### src/rtl/multicycle_control_fsm.sv
`default_nettype none
// ============================================================================
// Module   : multicycle_control_fsm
// Purpose  : Multicycle control unit. Sequences each instruction through
//            FETCH / DECODE / EXECUTE / MEMORY / WRITEBACK states and drives
//            the datapath enables and mux selects from the registered state.
//            Stalls on the memory-ready handshake; undefined opcodes trap.
// Ports    :
//   clk           system clock, rising edge
//   rst_n         asynchronous active-low reset
//   i_opcode      opcode field from the IR (sampled only in DECODE)
//   i_mem_ready   memory finished the current read/write this cycle
//   i_alu_zero    ALU zero flag (used by BRANCH)
//   o_pc_en       PC load enable
//   o_ir_write    IR load enable
//   o_iord        memory address select: 0 = PC, 1 = ALU out
//   o_mem_read    memory read request
//   o_mem_write   memory write request
//   o_reg_write   register file write enable
//   o_reg_dst     destination select: 1 = rd, 0 = rt
//   o_mem_to_reg  writeback select: 1 = MDR
//   o_alu_src_a   ALU A select: 0 = PC, 1 = rs
//   o_alu_src_b   ALU B select: 0 rt, 1 const 1, 2 ext imm, 3 branch imm
//   o_ext_op      immediate extension: 1 = sign, 0 = zero
//   o_alu_op      ALU operation class: 0 R, 1 lw, 2 sw, 3 beq, 4 j
//   o_pc_src      next-PC select: 0 ALU, 1 ALU out reg, 2 jump target
//   o_illegal     sticky undefined-opcode flag
//   o_busy        high in every state except RESET and TRAP
// Revision : 1.0  initial release
// ============================================================================
module multicycle_control_fsm #(
   parameter int OP_W     = 4,
   parameter int ALU_OP_W = 3,
   parameter int OP_R     = 0,
   parameter int OP_LW    = 1,
   parameter int OP_SW    = 2,
   parameter int OP_BEQ   = 3,
   parameter int OP_J     = 4
) (
   input  logic                clk,
   input  logic                rst_n,
   input  logic [OP_W-1:0]     i_opcode,
   input  logic                i_mem_ready,
   input  logic                i_alu_zero,
   output logic                o_pc_en,
   output logic                o_ir_write,
   output logic                o_iord,
   output logic                o_mem_read,
   output logic                o_mem_write,
   output logic                o_reg_write,
   output logic                o_reg_dst,
   output logic                o_mem_to_reg,
   output logic                o_alu_src_a,
   output logic [1:0]          o_alu_src_b,
   output logic                o_ext_op,
   output logic [ALU_OP_W-1:0] o_alu_op,
   output logic [1:0]          o_pc_src,
   output logic                o_illegal,
   output logic                o_busy
);

   // ------------------------------------------------------------------------
   // Constants
   // ------------------------------------------------------------------------
   localparam logic [OP_W-1:0] c_OP_R   = OP_W'(OP_R);
   localparam logic [OP_W-1:0] c_OP_LW  = OP_W'(OP_LW);
   localparam logic [OP_W-1:0] c_OP_SW  = OP_W'(OP_SW);
   localparam logic [OP_W-1:0] c_OP_BEQ = OP_W'(OP_BEQ);
   localparam logic [OP_W-1:0] c_OP_J   = OP_W'(OP_J);

   // ALU operation classes, same encoding as the single-cycle decoder
   localparam logic [ALU_OP_W-1:0] c_ALU_R   = ALU_OP_W'(0);
   localparam logic [ALU_OP_W-1:0] c_ALU_LW  = ALU_OP_W'(1);
   localparam logic [ALU_OP_W-1:0] c_ALU_SW  = ALU_OP_W'(2);
   localparam logic [ALU_OP_W-1:0] c_ALU_BEQ = ALU_OP_W'(3);
   localparam logic [ALU_OP_W-1:0] c_ALU_J   = ALU_OP_W'(4);

   localparam logic [1:0] c_SRCB_RT  = 2'd0;
   localparam logic [1:0] c_SRCB_ONE = 2'd1;
   localparam logic [1:0] c_SRCB_IMM = 2'd2;
   localparam logic [1:0] c_SRCB_BR  = 2'd3;

   localparam logic [1:0] c_PC_ALU    = 2'd0;
   localparam logic [1:0] c_PC_ALUOUT = 2'd1;
   localparam logic [1:0] c_PC_JUMP   = 2'd2;

   // State encoding
   localparam logic [3:0] c_ST_RESET    = 4'd0;
   localparam logic [3:0] c_ST_FETCH    = 4'd1;
   localparam logic [3:0] c_ST_DECODE   = 4'd2;
   localparam logic [3:0] c_ST_EXEC_R   = 4'd3;
   localparam logic [3:0] c_ST_R_WB     = 4'd4;
   localparam logic [3:0] c_ST_MEM_ADDR = 4'd5;
   localparam logic [3:0] c_ST_MEM_RD   = 4'd6;
   localparam logic [3:0] c_ST_MEM_WB   = 4'd7;
   localparam logic [3:0] c_ST_MEM_WR   = 4'd8;
   localparam logic [3:0] c_ST_BRANCH   = 4'd9;
   localparam logic [3:0] c_ST_JUMP     = 4'd10;
   localparam logic [3:0] c_ST_TRAP     = 4'd11;

   // ------------------------------------------------------------------------
   // State registers
   // ------------------------------------------------------------------------
   logic [3:0] r_state;
   logic [3:0] w_next_state;
   // Remembers whether the memory instruction decoded was a store, so that
   // MEM_ADDR never has to look at the opcode (which may have moved on).
   logic       r_is_store;
   logic       w_is_store_next;

   always_ff @(posedge clk or negedge rst_n) begin
      if (!rst_n) begin
         r_state    <= c_ST_RESET;
         r_is_store <= 1'b0;
      end else begin
         r_state    <= w_next_state;
         r_is_store <= w_is_store_next;
      end
   end

   // ------------------------------------------------------------------------
   // Next-state logic
   // ------------------------------------------------------------------------
   always_comb begin
      w_next_state    = r_state;
      w_is_store_next = r_is_store;
      case (r_state)
         c_ST_RESET: w_next_state = c_ST_FETCH;
         c_ST_FETCH: begin
            if (i_mem_ready) w_next_state = c_ST_DECODE;
         end
         c_ST_DECODE: begin
            // Priority chain: tolerates parameter sets with aliased opcodes
            if (i_opcode == c_OP_R) begin
               w_next_state = c_ST_EXEC_R;
            end else if (i_opcode == c_OP_LW) begin
               w_next_state    = c_ST_MEM_ADDR;
               w_is_store_next = 1'b0;
            end else if (i_opcode == c_OP_SW) begin
               w_next_state    = c_ST_MEM_ADDR;
               w_is_store_next = 1'b1;
            end else if (i_opcode == c_OP_BEQ) begin
               w_next_state = c_ST_BRANCH;
            end else if (i_opcode == c_OP_J) begin
               w_next_state = c_ST_JUMP;
            end else begin
               w_next_state = c_ST_TRAP;
            end
         end
         c_ST_EXEC_R:   w_next_state = c_ST_R_WB;
         c_ST_R_WB:     w_next_state = c_ST_FETCH;
         c_ST_MEM_ADDR: w_next_state = r_is_store ? c_ST_MEM_WR : c_ST_MEM_RD;
         c_ST_MEM_RD: begin
            if (i_mem_ready) w_next_state = c_ST_MEM_WB;
         end
         c_ST_MEM_WB:   w_next_state = c_ST_FETCH;
         c_ST_MEM_WR: begin
            if (i_mem_ready) w_next_state = c_ST_FETCH;
         end
         c_ST_BRANCH:   w_next_state = c_ST_FETCH;
         c_ST_JUMP:     w_next_state = c_ST_FETCH;
         c_ST_TRAP:     w_next_state = c_ST_TRAP;
         // Unused encodings recover through RESET with all outputs idle
         default:       w_next_state = c_ST_RESET;
      endcase
   end

   // ------------------------------------------------------------------------
   // Output decode (combinational from state, plus mem_ready / alu_zero)
   // ------------------------------------------------------------------------
   logic                w_pc_en;
   logic                w_ir_write;
   logic                w_iord;
   logic                w_mem_read;
   logic                w_mem_write;
   logic                w_reg_write;
   logic                w_reg_dst;
   logic                w_mem_to_reg;
   logic                w_alu_src_a;
   logic [1:0]          w_alu_src_b;
   logic                w_ext_op;
   logic [ALU_OP_W-1:0] w_alu_op;
   logic [1:0]          w_pc_src;

   always_comb begin
      w_pc_en      = 1'b0;
      w_ir_write   = 1'b0;
      w_iord       = 1'b0;
      w_mem_read   = 1'b0;
      w_mem_write  = 1'b0;
      w_reg_write  = 1'b0;
      w_reg_dst    = 1'b0;
      w_mem_to_reg = 1'b0;
      w_alu_src_a  = 1'b0;
      w_alu_src_b  = c_SRCB_RT;
      w_ext_op     = 1'b0;
      w_alu_op     = c_ALU_R;
      w_pc_src     = c_PC_ALU;
      case (r_state)
         c_ST_FETCH: begin
            // PC+1 computed alongside the instruction read; both registers
            // only load once memory has actually delivered the word.
            w_mem_read  = 1'b1;
            w_iord      = 1'b0;
            w_alu_src_a = 1'b0;
            w_alu_src_b = c_SRCB_ONE;
            w_alu_op    = c_ALU_R;
            w_pc_src    = c_PC_ALU;
            w_ir_write  = i_mem_ready;
            w_pc_en     = i_mem_ready;
         end
         c_ST_DECODE: begin
            // Speculative branch-target computation into ALU out
            w_alu_src_a = 1'b0;
            w_alu_src_b = c_SRCB_BR;
            w_ext_op    = 1'b1;
         end
         c_ST_EXEC_R: begin
            w_alu_src_a = 1'b1;
            w_alu_src_b = c_SRCB_RT;
            w_alu_op    = c_ALU_R;
         end
         c_ST_R_WB: begin
            w_reg_write  = 1'b1;
            w_reg_dst    = 1'b1;
            w_mem_to_reg = 1'b0;
         end
         c_ST_MEM_ADDR: begin
            w_alu_src_a = 1'b1;
            w_alu_src_b = c_SRCB_IMM;
            w_ext_op    = 1'b1;
            w_alu_op    = r_is_store ? c_ALU_SW : c_ALU_LW;
         end
         c_ST_MEM_RD: begin
            w_mem_read = 1'b1;
            w_iord     = 1'b1;
         end
         c_ST_MEM_WB: begin
            w_reg_write  = 1'b1;
            w_reg_dst    = 1'b0;
            w_mem_to_reg = 1'b1;
         end
         c_ST_MEM_WR: begin
            w_mem_write = 1'b1;
            w_iord      = 1'b1;
         end
         c_ST_BRANCH: begin
            w_alu_src_a = 1'b1;
            w_alu_src_b = c_SRCB_RT;
            w_alu_op    = c_ALU_BEQ;
            w_pc_src    = c_PC_ALUOUT;
            w_pc_en     = i_alu_zero;
         end
         c_ST_JUMP: begin
            w_alu_op = c_ALU_J;
            w_pc_src = c_PC_JUMP;
            w_pc_en  = 1'b1;
         end
         default: begin
            // RESET, TRAP and unused encodings keep every control idle
         end
      endcase
   end

   assign o_pc_en      = w_pc_en;
   assign o_ir_write   = w_ir_write;
   assign o_iord       = w_iord;
   assign o_mem_read   = w_mem_read;
   assign o_mem_write  = w_mem_write;
   assign o_reg_write  = w_reg_write;
   assign o_reg_dst    = w_reg_dst;
   assign o_mem_to_reg = w_mem_to_reg;
   assign o_alu_src_a  = w_alu_src_a;
   assign o_alu_src_b  = w_alu_src_b;
   assign o_ext_op     = w_ext_op;
   assign o_alu_op     = w_alu_op;
   assign o_pc_src     = w_pc_src;

   // TRAP is only left through reset, so the flag is sticky by construction
   assign o_illegal = (r_state == c_ST_TRAP);
   assign o_busy    = (r_state != c_ST_RESET) && (r_state != c_ST_TRAP);

endmodule
`default_nettype wire

### config.mk
export PLATFORM = sky130hd
export DESIGN_NAME = multicycle_control_fsm
export DESIGN_NICKNAME = d
export VERILOG_FILES = /design/src/rtl/multicycle_control_fsm.sv
export SDC_FILE = /design/constraint.sdc
export NUM_CORES = 1
export LEC_CHECK = 0
export BUFFER_PORTS_ARGS = -buffer_cell sky130_fd_sc_hd__clkbuf_2
export CAP_MARGIN = 15
export CELL_PAD_IN_SITES_DETAIL_PLACEMENT = 1
export CELL_PAD_IN_SITES_GLOBAL_PLACEMENT = 2
export CORE_MARGIN = 5
export CORE_UTILIZATION = 25
export CTS_CLUSTER_SIZE = 8
export DETAILED_ROUTE_END_ITERATION = 12
export GPL_ROUTABILITY_DRIVEN = 0
export PLACE_DENSITY = 0.84
export SYNTH_ARGS = -nofsm -noshare
export SYNTH_HDL_FRONTEND = slang
export SYNTH_SLANG_ARGS = --single-unit
### constraint.sdc
create_clock -name clk -period 2.6 [get_ports clk]
set_input_delay 0.26 -clock clk [delete_from_list [all_inputs] [get_ports clk]]
set_output_delay 0.26 -clock clk [all_outputs]
set_load 0.01 [all_outputs]
[Word-level counts from Yosys, hierarchy flattened]
Index checks and enable logic that the tools add are counted.
Cells by class
  add/sub/neg operators: 0
  multiply operators: 0
  div/mod/pow operators: 0
  $lt $le $gt $ge: 0
  equal/unequal tests: 19
  shift-type cells: 0
  mux-type cells: 26
  bitwise logic cells: 1
  reductions and logical operators: 13
Operator list (count)
  4-bit case mux with 8 select lines: 1
  4-bit two-way mux: 7
  4-bit by 3-bit == test with 1-bit output (second input constant): 5
  4-bit by 2-bit == test with 1-bit output (second input constant): 4
  4-bit == test (second input constant): 4
  1-bit two-way mux: 12
  3-bit case mux with 3 select lines: 1
  4-bit by 1-bit == test with 1-bit output (second input constant): 2
  4-bit logical NOT: 2
  2-bit OR reduction: 4
  2-bit != test (second input constant): 3
  2-bit case mux with 3 select lines: 1
  3-bit AND reduction: 2
  5-bit OR reduction: 1
  2-bit two-way mux: 2
  4-bit != test (second input constant): 1
  2-bit case mux with 2 select lines: 1
  4-bit nonzero test: 1
  1-bit case mux with 3 select lines: 1
  3-bit OR reduction: 1
  2-bit nonzero test: 1
  1-bit logical AND: 1
  1-bit inverter: 1
Word-level totals
  register bits: 5
  latch bits: 0
  bits in writable memories: 0
  memory bits (read-only): 0
  output and inout port bits: 19
  logic and storage cells: 61
  memories kept: 0

[Longest topological paths before layout]
Gate-level depths: netlist of run 1.
  depth after elaboration: 7
  mapped depth: 6
  gate-level depth less buffers: 4

[Worst setup path before layout of run 1]
OpenSTA, ideal clock, no wires.
  path kind: flip-flop to output port
  from: register r_state[2]
  to: output o_pc_src[1]
  data arrival time: 1.253 ns
  data required time: 2.340 ns
  setup slack: 1.087 ns
  stages on the path, launching flop included: 6
  cells stage by stage: dfrtp_1 > buf_6 > clkbuf_1 > nand2b_1 > nor2_1 > buf_4
On the way
  cells in the longest elaborated chain, start to end: 2
  elaborated cells between the ends (all ways): 3
  those cells by class: eq/ne: 2; mux: 1
Ends and longest elaborated chain
  start, declared: RTL line 104  | logic [3:0] r_state;
  start signal, assigned: RTL line 113  | r_state <= c_ST_RESET;
  start signal, assigned: RTL line 116  | r_state <= w_next_state;
  4-bit == test: RTL line 199  | case (r_state)
  2-bit case mux with 2 select lines (*): RTL line 199
  end, declared: RTL line 57  | output logic [1:0] o_pc_src,
Mark *: on every way between the ends. The rest lies on a longest branch, timed or not.

[Worst setup path after layout of run 1]
  from: register r_state[1]
  to: output o_pc_en
On the way
  cells in the longest elaborated chain, start to end: 2
  elaborated cells between the ends (all ways): 4
  those cells by class: eq/ne: 3; mux: 1
Ends and longest elaborated chain
  4-bit == test or 4-bit by 1-bit == test with 1-bit output (tied branches): RTL line 199
  1-bit case mux with 3 select lines (*): RTL line 199
  end, declared: RTL line 45  | output logic o_pc_en,
Marked as above.

==> results.sh, run 1 <==
export IMPL_fillers=333
export IMPL_grt_pass1_vias=746
export IMPL_cap_violations=0
export IMPL_antenna_found_initial=0
export IMPL_seq_area_frac_synth=0.197
export IMPL_clock_sinks=5
export IMPL_synth_main_ff_cell="dfrtp_1"
export IMPL_initial_core_util=0.258
export IMPL_core_um2=2450
export IMPL_first_pass_iters=3
export IMPL_insertion_delay_ps=240
export IMPL_cts_root_buf="clkbuf_4"
export IMPL_drt_total_wl_um=1890
export IMPL_crit_required_ps=2340
export IMPL_wl_met3_um=67
export IMPL_dp_hpwl_um=1460
export IMPL_die_h_um=60.4
export IMPL_synth_area_leaders="dfrtp_1, nor2_1, nand2_1, buf_6, a21oi_1"
export IMPL_track_usage=0.114
export IMPL_path_max_fanout=19
export IMPL_final_area_um2=776
export IMPL_die_x_um=60.4
export IMPL_ys_seq_elements=5
export IMPL_fmax_mhz=474
export IMPL_nets=122
export IMPL_slew_viol_final=0
export IMPL_worst_slew_pin_slew_ps=614
export IMPL_vias=736
export IMPL_end_kind="primary output"
export IMPL_drt_vias_per_instance=5.15
export IMPL_numCtsBuffers=3
export IMPL_grt_max_degree=21
export IMPL_syn_avg_cell_area_um2=6.97
export IMPL_dieArea_um2=3640
export IMPL_hold_path_class="in2reg"
export IMPL_placedInstanceArea_um2=739
export IMPL_synth_common_cells="nor2_1, nand2_1, a21oi_1, dfrtp_1, nor3_1"
export IMPL_numPortBuffers=26
export IMPL_power_density_nw_per_um2=1160
export IMPL_skew_ps=4.54
export IMPL_postCtsSetupRepairBufs=0
export IMPL_rsz0062_at_grt="false"
export IMPL_startpoint_type="register"
export IMPL_overflow=0
export IMPL_grt_pass1_wl_um=3220
export IMPL_area_growth_pct=22.3
export IMPL_yosysWarnings=0
export IMPL_synth_largest_area_cell="dfrtp_1"
export IMPL_netlist_area_um2=634
export IMPL_n_antenna_cell=0
export IMPL_finalWorstPathRequiredPeriod_ps=2110
export IMPL_rows=18
export IMPL_leakage_nw=0.348
export IMPL_ant_nets=0
export IMPL_drc=0
export IMPL_cts_max_level=1
export IMPL_final_layout_size_suffix_gt1_frac=0.283
export IMPL_worstSetupPathType="reg2out"
export IMPL_async_flop_share=1.00
export IMPL_route_met2_wl_um=895
export IMPL_io_pins=27
export IMPL_clock_path_buffers=2
export IMPL_synthCells=91
export IMPL_drt_iter0_markers=9
export IMPL_top_layer="met4"
export IMPL_setup_tns_ps=0
export IMPL_finalSetupViolations=0
export IMPL_synth_edf_count=0
export IMPL_path_clk_slew_ps=50
export IMPL_hold_viol=0
export IMPL_slew_headroom=0.591
export IMPL_finalCritPeriodShare=0.812
export IMPL_outcome="completed"
export IMPL_drt_met1_wl_um=916
export IMPL_arrival_ps=1850
export IMPL_peakVddDrop_v=0.000508
export IMPL_cts_tree="built"
export IMPL_yosysMostFrequentCell="nor2_1"
export IMPL_synth_top_area_frac=0.197
export IMPL_wl_per_cell_um=13.2
export IMPL_synth_cell_types=36
export IMPL_synth_fp_nets=99
[final timing paths]
check	from	endpoint	slack (ps)	cells past startpoint
max reg2reg	r_state[1]	r_state[1]	880	4
min in group asynchronous	rst_n	r_state[0]	360	2
min	i_opcode[1]	r_is_store	340	2
min reg2reg	r_is_store	r_is_store	660	1
max	r_state[1]	o_pc_en	490	5
max in group asynchronous	rst_n	r_state[3]	2100	2
[flip-flops by register name, indices dropped and copies added (netlist names)]
register	count
r_is_store	1
r_state	4
[where the power goes]
part / switching [mW] / total, mW / internal (mW)
clock network: 0.0331 / 0.0912 / 0.0581
logic: 0.313 / 0.572 / 0.259
registers: 0.132 / 0.237 / 0.105
total: 0.478 / 0.901 / 0.422
[stage by stage]
step                utilization  instances  hold WS [ps]  total power, mW  setup slack (ps)
finish                    0.316        143           337            0.901               488
global route              0.316        143           347             1.01               321
CTS                       0.316        143           325            0.916               475
detailed placement        0.301        138          82.0            0.815               751
global placement          0.301        138          79.8            0.808               813
floorplan                     -         91         -35.6            0.671              1090
[cell type report]
| class | count | area [um2] | share of cell area |
|---|---|---|---|
| Timing Repair Buffer | 27 | 140 | 0.181 |
| Multi-Input combinational cell | 76 | 443 | 0.571 |
| Tap cell | 30 | 37.5 | 0.0484 |
| Inverter | 1 | 3.75 | 0.00484 |
| Clock buffer | 4 | 26.3 | 0.0339 |
| Sequential cell | 5 | 125 | 0.161 |
[worst max-delay path, stage by stage, from the launching register on]
cell and delay (ps):
dfrtp_1 670, and2b_1 370, a21oi_1 70, mux2_2 270
nor2_1 80, clkbuf_2 140
[layout by cell type (no fill, tap or decap), drive strengths merged]
master and instances:
a32oi 1, and2b 2, a21oi 6, clkbuf 30, o22ai 1, nand3b 1
a21boi 1, a21o 1, nand2 9, a211oi 1, nor4b 1, inv 1
o21ai 4, o31ai 1, o221a 1, xnor2 2, and2 1, nor2 16
or3 1, o221ai 1, dfrtp 5, nand2b 4, a22o 1, nor3 5
nor2b 2, dlygate4sd3 1, nand3 4, o21bai 1, a22oi 3, mux2 1
a221oi 1, nand4 1, o21a 2
[routing by layer]
layer  global-route usage  up-vias
li1                     -      370
met1                0.153      350
met2                0.184       14
met3               0.0340        2
met4               0.0190        0
met5                    0        -
[timing repair]
item,in CTS,in global routing
hold endpoints to repair,5,0
resized for setup,0,0
hold buffers,1,0
[cell families after synthesis]
family / Yosys count / synth area share
AND/OR/NAND/NOR: 47 / 0.357
AO/OA/AOI/OAI: 26 / 0.296
buffers and inverters: 10 / 0.105
flip-flops: 5 / 0.197
XOR/XNOR: 2 / 0.0276
multiplexers: 1 / 0.0178
(Power assumes the default switching activity.)
==> run 2: changes to the inputs <==
--- a/config.mk
+++ b/config.mk
@@ -10,11 +10,11 @@
 export CELL_PAD_IN_SITES_DETAIL_PLACEMENT = 1
 export CELL_PAD_IN_SITES_GLOBAL_PLACEMENT = 2
 export CORE_MARGIN = 5
-export CORE_UTILIZATION = 25
+export CORE_UTILIZATION = 23
 export CTS_CLUSTER_SIZE = 8
 export DETAILED_ROUTE_END_ITERATION = 12
 export GPL_ROUTABILITY_DRIVEN = 0
-export PLACE_DENSITY = 0.84
+export PLACE_DENSITY = 0.78
 export SYNTH_ARGS = -nofsm -noshare
 export SYNTH_HDL_FRONTEND = slang
 export SYNTH_SLANG_ARGS = --single-unit
==> constraint.sdc (replaced) <==
create_clock -name clk -period 2 [get_ports clk]
set_input_delay 0.2 -clock clk [delete_from_list [all_inputs] [get_ports clk]]
set_output_delay 0.2 -clock clk [all_outputs]
set_load 0.01 [all_outputs]
==> run 2 against run 1 <==
Compared with the run above:
- via count rose by 2.4%
- register-to-register slack worse by 400 ps
- non-clock buffer count rose by 4
- flip-flop and latch count is the same
- clock-buffer cell count did not move
- utilization decreased by 1.7 points
- sequential power is 9.3% higher
- clock skew is 3.4 ps higher
- design area rose by 4.4%
- combinational power up 52%
- critical path type unchanged
- critical endpoint unchanged
- largest cell class unchanged
==> results.sh, run 2 (synthesis gave the netlist of run 1 again) <==
export IMPL_outcome="completed"
export IMPL_slew_headroom=0.738
export IMPL_grt_pass1_wl_um=3840
export IMPL_wl_per_cell_um=14.3
export IMPL_drt_total_wl_um=2110
export IMPL_fmax_mhz=538
export IMPL_grt_max_degree=18
export IMPL_ant_nets=0
export IMPL_leakage_nw=0.366
export IMPL_skew_ps=7.94
export IMPL_grt_pass1_vias=793
export IMPL_top_regs="r_state (4), r_is_store (1)"
export IMPL_insertion_delay_ps=250
export IMPL_rows=19
export IMPL_drc=0
export IMPL_track_usage=0.114
export IMPL_rsz0062_at_grt="false"
export IMPL_clock_sinks=5
export IMPL_cts_max_level=1
export IMPL_end_kind="primary output"
export IMPL_nets=126
export IMPL_overflow=0
export IMPL_core_um2=2710
export IMPL_rrSetupSlack_ps=480
export IMPL_numCtsBuffers=3
export IMPL_crit_required_ps=1800
export IMPL_die_h_um=62.5
export IMPL_clock_path_buffers=2
export IMPL_cap_violations=0
export IMPL_largest_reg_flops=4
export IMPL_initial_core_util=0.234
export IMPL_finalWorstPathRequiredPeriod_ps=1860
export IMPL_slew_viol_final=0
export IMPL_die_x_um=62.5
export IMPL_first_pass_iters=4
export IMPL_vias=754
export IMPL_final_cell_mix="clkbuf_2, nor2_1, nand2_1"
export IMPL_drt_vias_per_instance=5.09
export IMPL_dp_hpwl_um=1650
export IMPL_finalCritPeriodShare=0.929
export IMPL_worstSetupPathType="reg2out"
export IMPL_drt_iter0_markers=19
export IMPL_stdcell_count=148
export IMPL_finalSetupViolations=0
export IMPL_arrival_ps=1660
export IMPL_postCtsSetupRepairBufs=0
export IMPL_final_common_cell="clkbuf_2"
export IMPL_largest_register="r_state"
export IMPL_dp_cells=143
export IMPL_power_density_nw_per_um2=1540
export IMPL_io_pins=27
export IMPL_area_growth_pct=27.6
export IMPL_n_antenna_cell=0
export IMPL_dieArea_um2=3910
export IMPL_final_layout_size_suffix_gt1_frac=0.325
export IMPL_numPortBuffers=26
export IMPL_path_clk_slew_ps=50
export IMPL_antenna_found_initial=0
export IMPL_total_power_mw=1.25
export IMPL_hold_viol=0
export IMPL_peakVddDrop_v=0.000561
export IMPL_startpoint_type="register"
export IMPL_cts_tree="built"
export IMPL_worst_slew_pin_slew_ps=392
export IMPL_hold_path_class="in2reg"
export IMPL_path_max_fanout=12
export IMPL_cts_root_buf="clkbuf_4"
export IMPL_setup_tns_ps=0
run 2: changes by cell type in the layout (fill, tap and decap cells not counted):
cell	delta
dfrtp_2	+1
and2b_1	-1
and2b_2	+1
buf_4	+4
dfrtp_1	-1
run 2: metal layers:
layer | up-vias | track usage | routed length (um)
met4 | 0 | 0.0398 | 30
met1 | 354 | 0.155 | 1040
li1 | 372 | - | -
met5 | - | 0 | 0
met2 | 24 | 0.183 | 932
met3 | 4 | 0.0180 | 113
run 2: repair_timing:
item | in CTS | in global routing
resized for setup | 0 | 2
endpoints found under the hold margin | 5 | 0
endpoints found under the setup margin | 0 | 2
hold buffers | 1 | 0
run 2: worst max-delay path: stages, from the launching register on:
cell and delay [ps]:
dfrtp_1 490, and2b_1 350, a21oi_1 100, mux2_2 260, nor2_1 80, clkbuf_2 140
run 2: final timing paths:
path | cells after the start | startpoint | to
worst max-delay path | 5 | r_state[1] | o_pc_en
worst min-delay path | 2 | i_opcode[1] | r_is_store
worst max register to register | 4 | r_state[1] | r_state[0]
worst min register to register | 1 | r_is_store | r_is_store
max in group asynchronous | 2 | rst_n | r_state[2]
min in group asynchronous | 2 | rst_n | r_state[1]
run 2: where the power goes:
group	total [mW]	leakage, nW	switching (mW)	internal (mW)
logic	0.871	0.294	0.491	0.380
clock network	0.119	0.0150	0.0434	0.0756
registers	0.259	0.0577	0.118	0.140
run 2: metrics by stage:
stage	hold slack [ps]	setup WS [ps]	util	cell area [um2]
floorplan	-95.6	547	-	634
global placement	20.3	363	0.284	771
detailed placement	22.7	354	0.284	771
CTS	292	84.8	0.298	807
global route	306	3.77	0.299	810
finish	289	141	0.299	810
run 2: area by class of cell:
cell class | count | area, um2
Fill cell | 370 | 1900
Sequential cell | 5 | 126
Tap cell | 31 | 38.8
Clock buffer | 4 | 26.3
Timing Repair Buffer | 31 | 170
Multi-Input combinational cell | 76 | 444
Inverter | 1 | 3.75
==> run 3: changes to the inputs <==
--- a/config.mk
+++ b/config.mk
@@ -9,6 +9,7 @@
 export CAP_MARGIN = 15
 export CELL_PAD_IN_SITES_DETAIL_PLACEMENT = 1
 export CELL_PAD_IN_SITES_GLOBAL_PLACEMENT = 2
+export CORE_ASPECT_RATIO = 2
 export CORE_MARGIN = 5
 export CORE_UTILIZATION = 23
 export CTS_CLUSTER_SIZE = 8
==> run 3 against run 2 <==
Compared with the run above:
- worst hold slack gained 11 ps
- clock power grew 59%
- register-to-register slack lost 90 ps
- non-clock buffer count shrank 1
- highest routed layer unchanged
==> results.sh, run 3 (synthesis gave the netlist of run 1 again) <==
export IMPL_crit_required_ps=1800
export IMPL_top_regs="r_state (4), r_is_store (1)"
export IMPL_startpoint_type="register"
export IMPL_cts_hold_buf=1
export IMPL_fin_ws_ps=174
export IMPL_switching_share=0.505
export IMPL_largest_register="r_state"
export IMPL_core_um2=2700
export IMPL_numCtsBuffers=3
export IMPL_worst_slew_pin_slew_ps=499
export IMPL_insertion_delay_ps=220
export IMPL_stdcell_count=145
export IMPL_path_max_fanout=8
export IMPL_largest_reg_flops=4
export IMPL_drt_vias_per_instance=5.12
export IMPL_grt_use_met3=0.0193
export IMPL_crit_chain="and2b_1, a21oi_1, mux2_2, nor2_1, clkbuf_2"
export IMPL_postCtsSetupRepairBufs=0
export IMPL_final_cell_mix="clkbuf_2, nor2_1, nand2_1"
export IMPL_first_pass_iters=4
export IMPL_fmax_mhz=548
export IMPL_fillers=368
export IMPL_arrival_ps=1630
export IMPL_n_antenna_cell=0
export IMPL_rsz0062_at_grt="false"
export IMPL_cap_violations=0
export IMPL_grt_use_met2=0.217
export IMPL_final_common_cell="clkbuf_2"
export IMPL_end_kind="primary output"
export IMPL_clockPowerShare=0.144
export IMPL_clock_sinks=5
export IMPL_cts_root_buf="clkbuf_8"
export IMPL_track_usage=0.122
export IMPL_antenna_found_initial=0
export IMPL_skew_ps=3.03
export IMPL_cts_max_level=1
export IMPL_slew_headroom=0.667
export IMPL_hold_viol=0
export IMPL_placedInstanceArea_um2=761
export IMPL_multiInputGateArea_um2=443
export IMPL_finalCritPeriodShare=0.913
export IMPL_power_frac_seq=0.185
export IMPL_setup_tns_ps=0
export IMPL_grt_pass1_vias=795
export IMPL_die_x_um=47.1
export IMPL_startpoint="r_state[1]"
export IMPL_slew_viol_final=0
export IMPL_critical_path_slowest_cell="dfrtp_1"
export IMPL_cp_top_family="flip-flops"
export IMPL_wl_per_cell_um=14.5
export IMPL_dp_hpwl_um=1690
export IMPL_crit_path_end="o_pc_en"
export IMPL_grt_max_degree=18
export IMPL_cp_num_buf_inv=1
export IMPL_fin_hold_ws_ps=300
export IMPL_peakVddDrop_v=0.000463
export IMPL_finalSetupViolations=0
export IMPL_nets=125
export IMPL_postLayoutCoreUtil=0.302
export IMPL_cts_tree="built"
export IMPL_power_density_nw_per_um2=1610
export IMPL_dieArea_um2=3970
export IMPL_grt_use_met1=0.125
export IMPL_worstSetupPathType="reg2out"
export IMPL_p_comb_frac=0.671
export IMPL_die_h_um=84.3
export IMPL_leakage_nw=0.371
export IMPL_dp_slack_ps=415
export IMPL_initial_core_util=0.235
export IMPL_reg2reg_from="r_state[3]"
export IMPL_slowest_delay_ps=460
export IMPL_post_cts_resized=0
export IMPL_drc=0
export IMPL_finalWorstPathRequiredPeriod_ps=1830
export IMPL_drt_iter0_markers=10
export IMPL_io_pins=27
export IMPL_rrSetupSlack_ps=390
export IMPL_final_area_um2=816
export IMPL_hold_path_class="in2reg"
export IMPL_final_layout_size_suffix_gt1_frac=0.302
export IMPL_total_power_mw=1.31
export IMPL_rows=27
export IMPL_reg2regPathDepth=4
export IMPL_grt_pass1_wl_um=3530
export IMPL_outcome="completed"
export IMPL_area_growth_pct=28.6
export IMPL_grt_most_used_layer="met2"
export IMPL_path_clk_slew_ps=40
export IMPL_drt_total_wl_um=2100
export IMPL_numPortBuffers=26
export IMPL_r2r_end="r_state[1]"
export IMPL_p_int_uw=648
export IMPL_cp_depth=5
export IMPL_switchingPower_uw=662
export IMPL_vias=743
export IMPL_overflow=0
export IMPL_ant_nets=0
export IMPL_dp_cells=140
export IMPL_seq_area_um2=125
export IMPL_clock_path_buffers=2
[run 3: routing by layer]
metal  wire length, um  vias up
met5                 0        -
met4                50        0
met3               103        4
met2              1150       23
met1               800      340
li1                  -      376
[run 3: worst min-delay path by stage]
stage          slack, ps  cells after the start         end   startpoint
5_1_grt              310                      2  r_is_store  i_opcode[1]
2_1_floorplan       -100                      0  r_is_store        rst_n
4_1_cts              310                      2  r_is_store  i_opcode[1]
3_3_place_gp          20                      1  r_is_store        rst_n
3_5_place_dp          20                      1  r_is_store        rst_n
6_report             300                      2  r_is_store  i_opcode[1]
[run 3: worst reg2reg max path: stages, from the launching register on]
cell and delay [ps]:
dfrtp_1 640, nor2b_1 340, nand3_1 180, o221a_1 170
o31ai_2 180
[run 3: layout make-up]
class                      count  share of cell area
multi-input combinational     76               0.543
tap                           29              0.0445
timing repair buffer          30               0.199
inverter                       1             0.00460
clock buffer                   4              0.0552
sequential                     5               0.153
[run 3: power groups by stage]
stage / Clock [mW] / Sequential [mW] / Combinational (mW)
floorplan: 0 / 0.161 / 0.711
global placement: 0 / 0.239 / 0.863
detailed placement: 0 / 0.242 / 0.886
CTS: 0.190 / 0.241 / 0.893
global route: 0.197 / 0.256 / 0.980
finish: 0.189 / 0.242 / 0.879
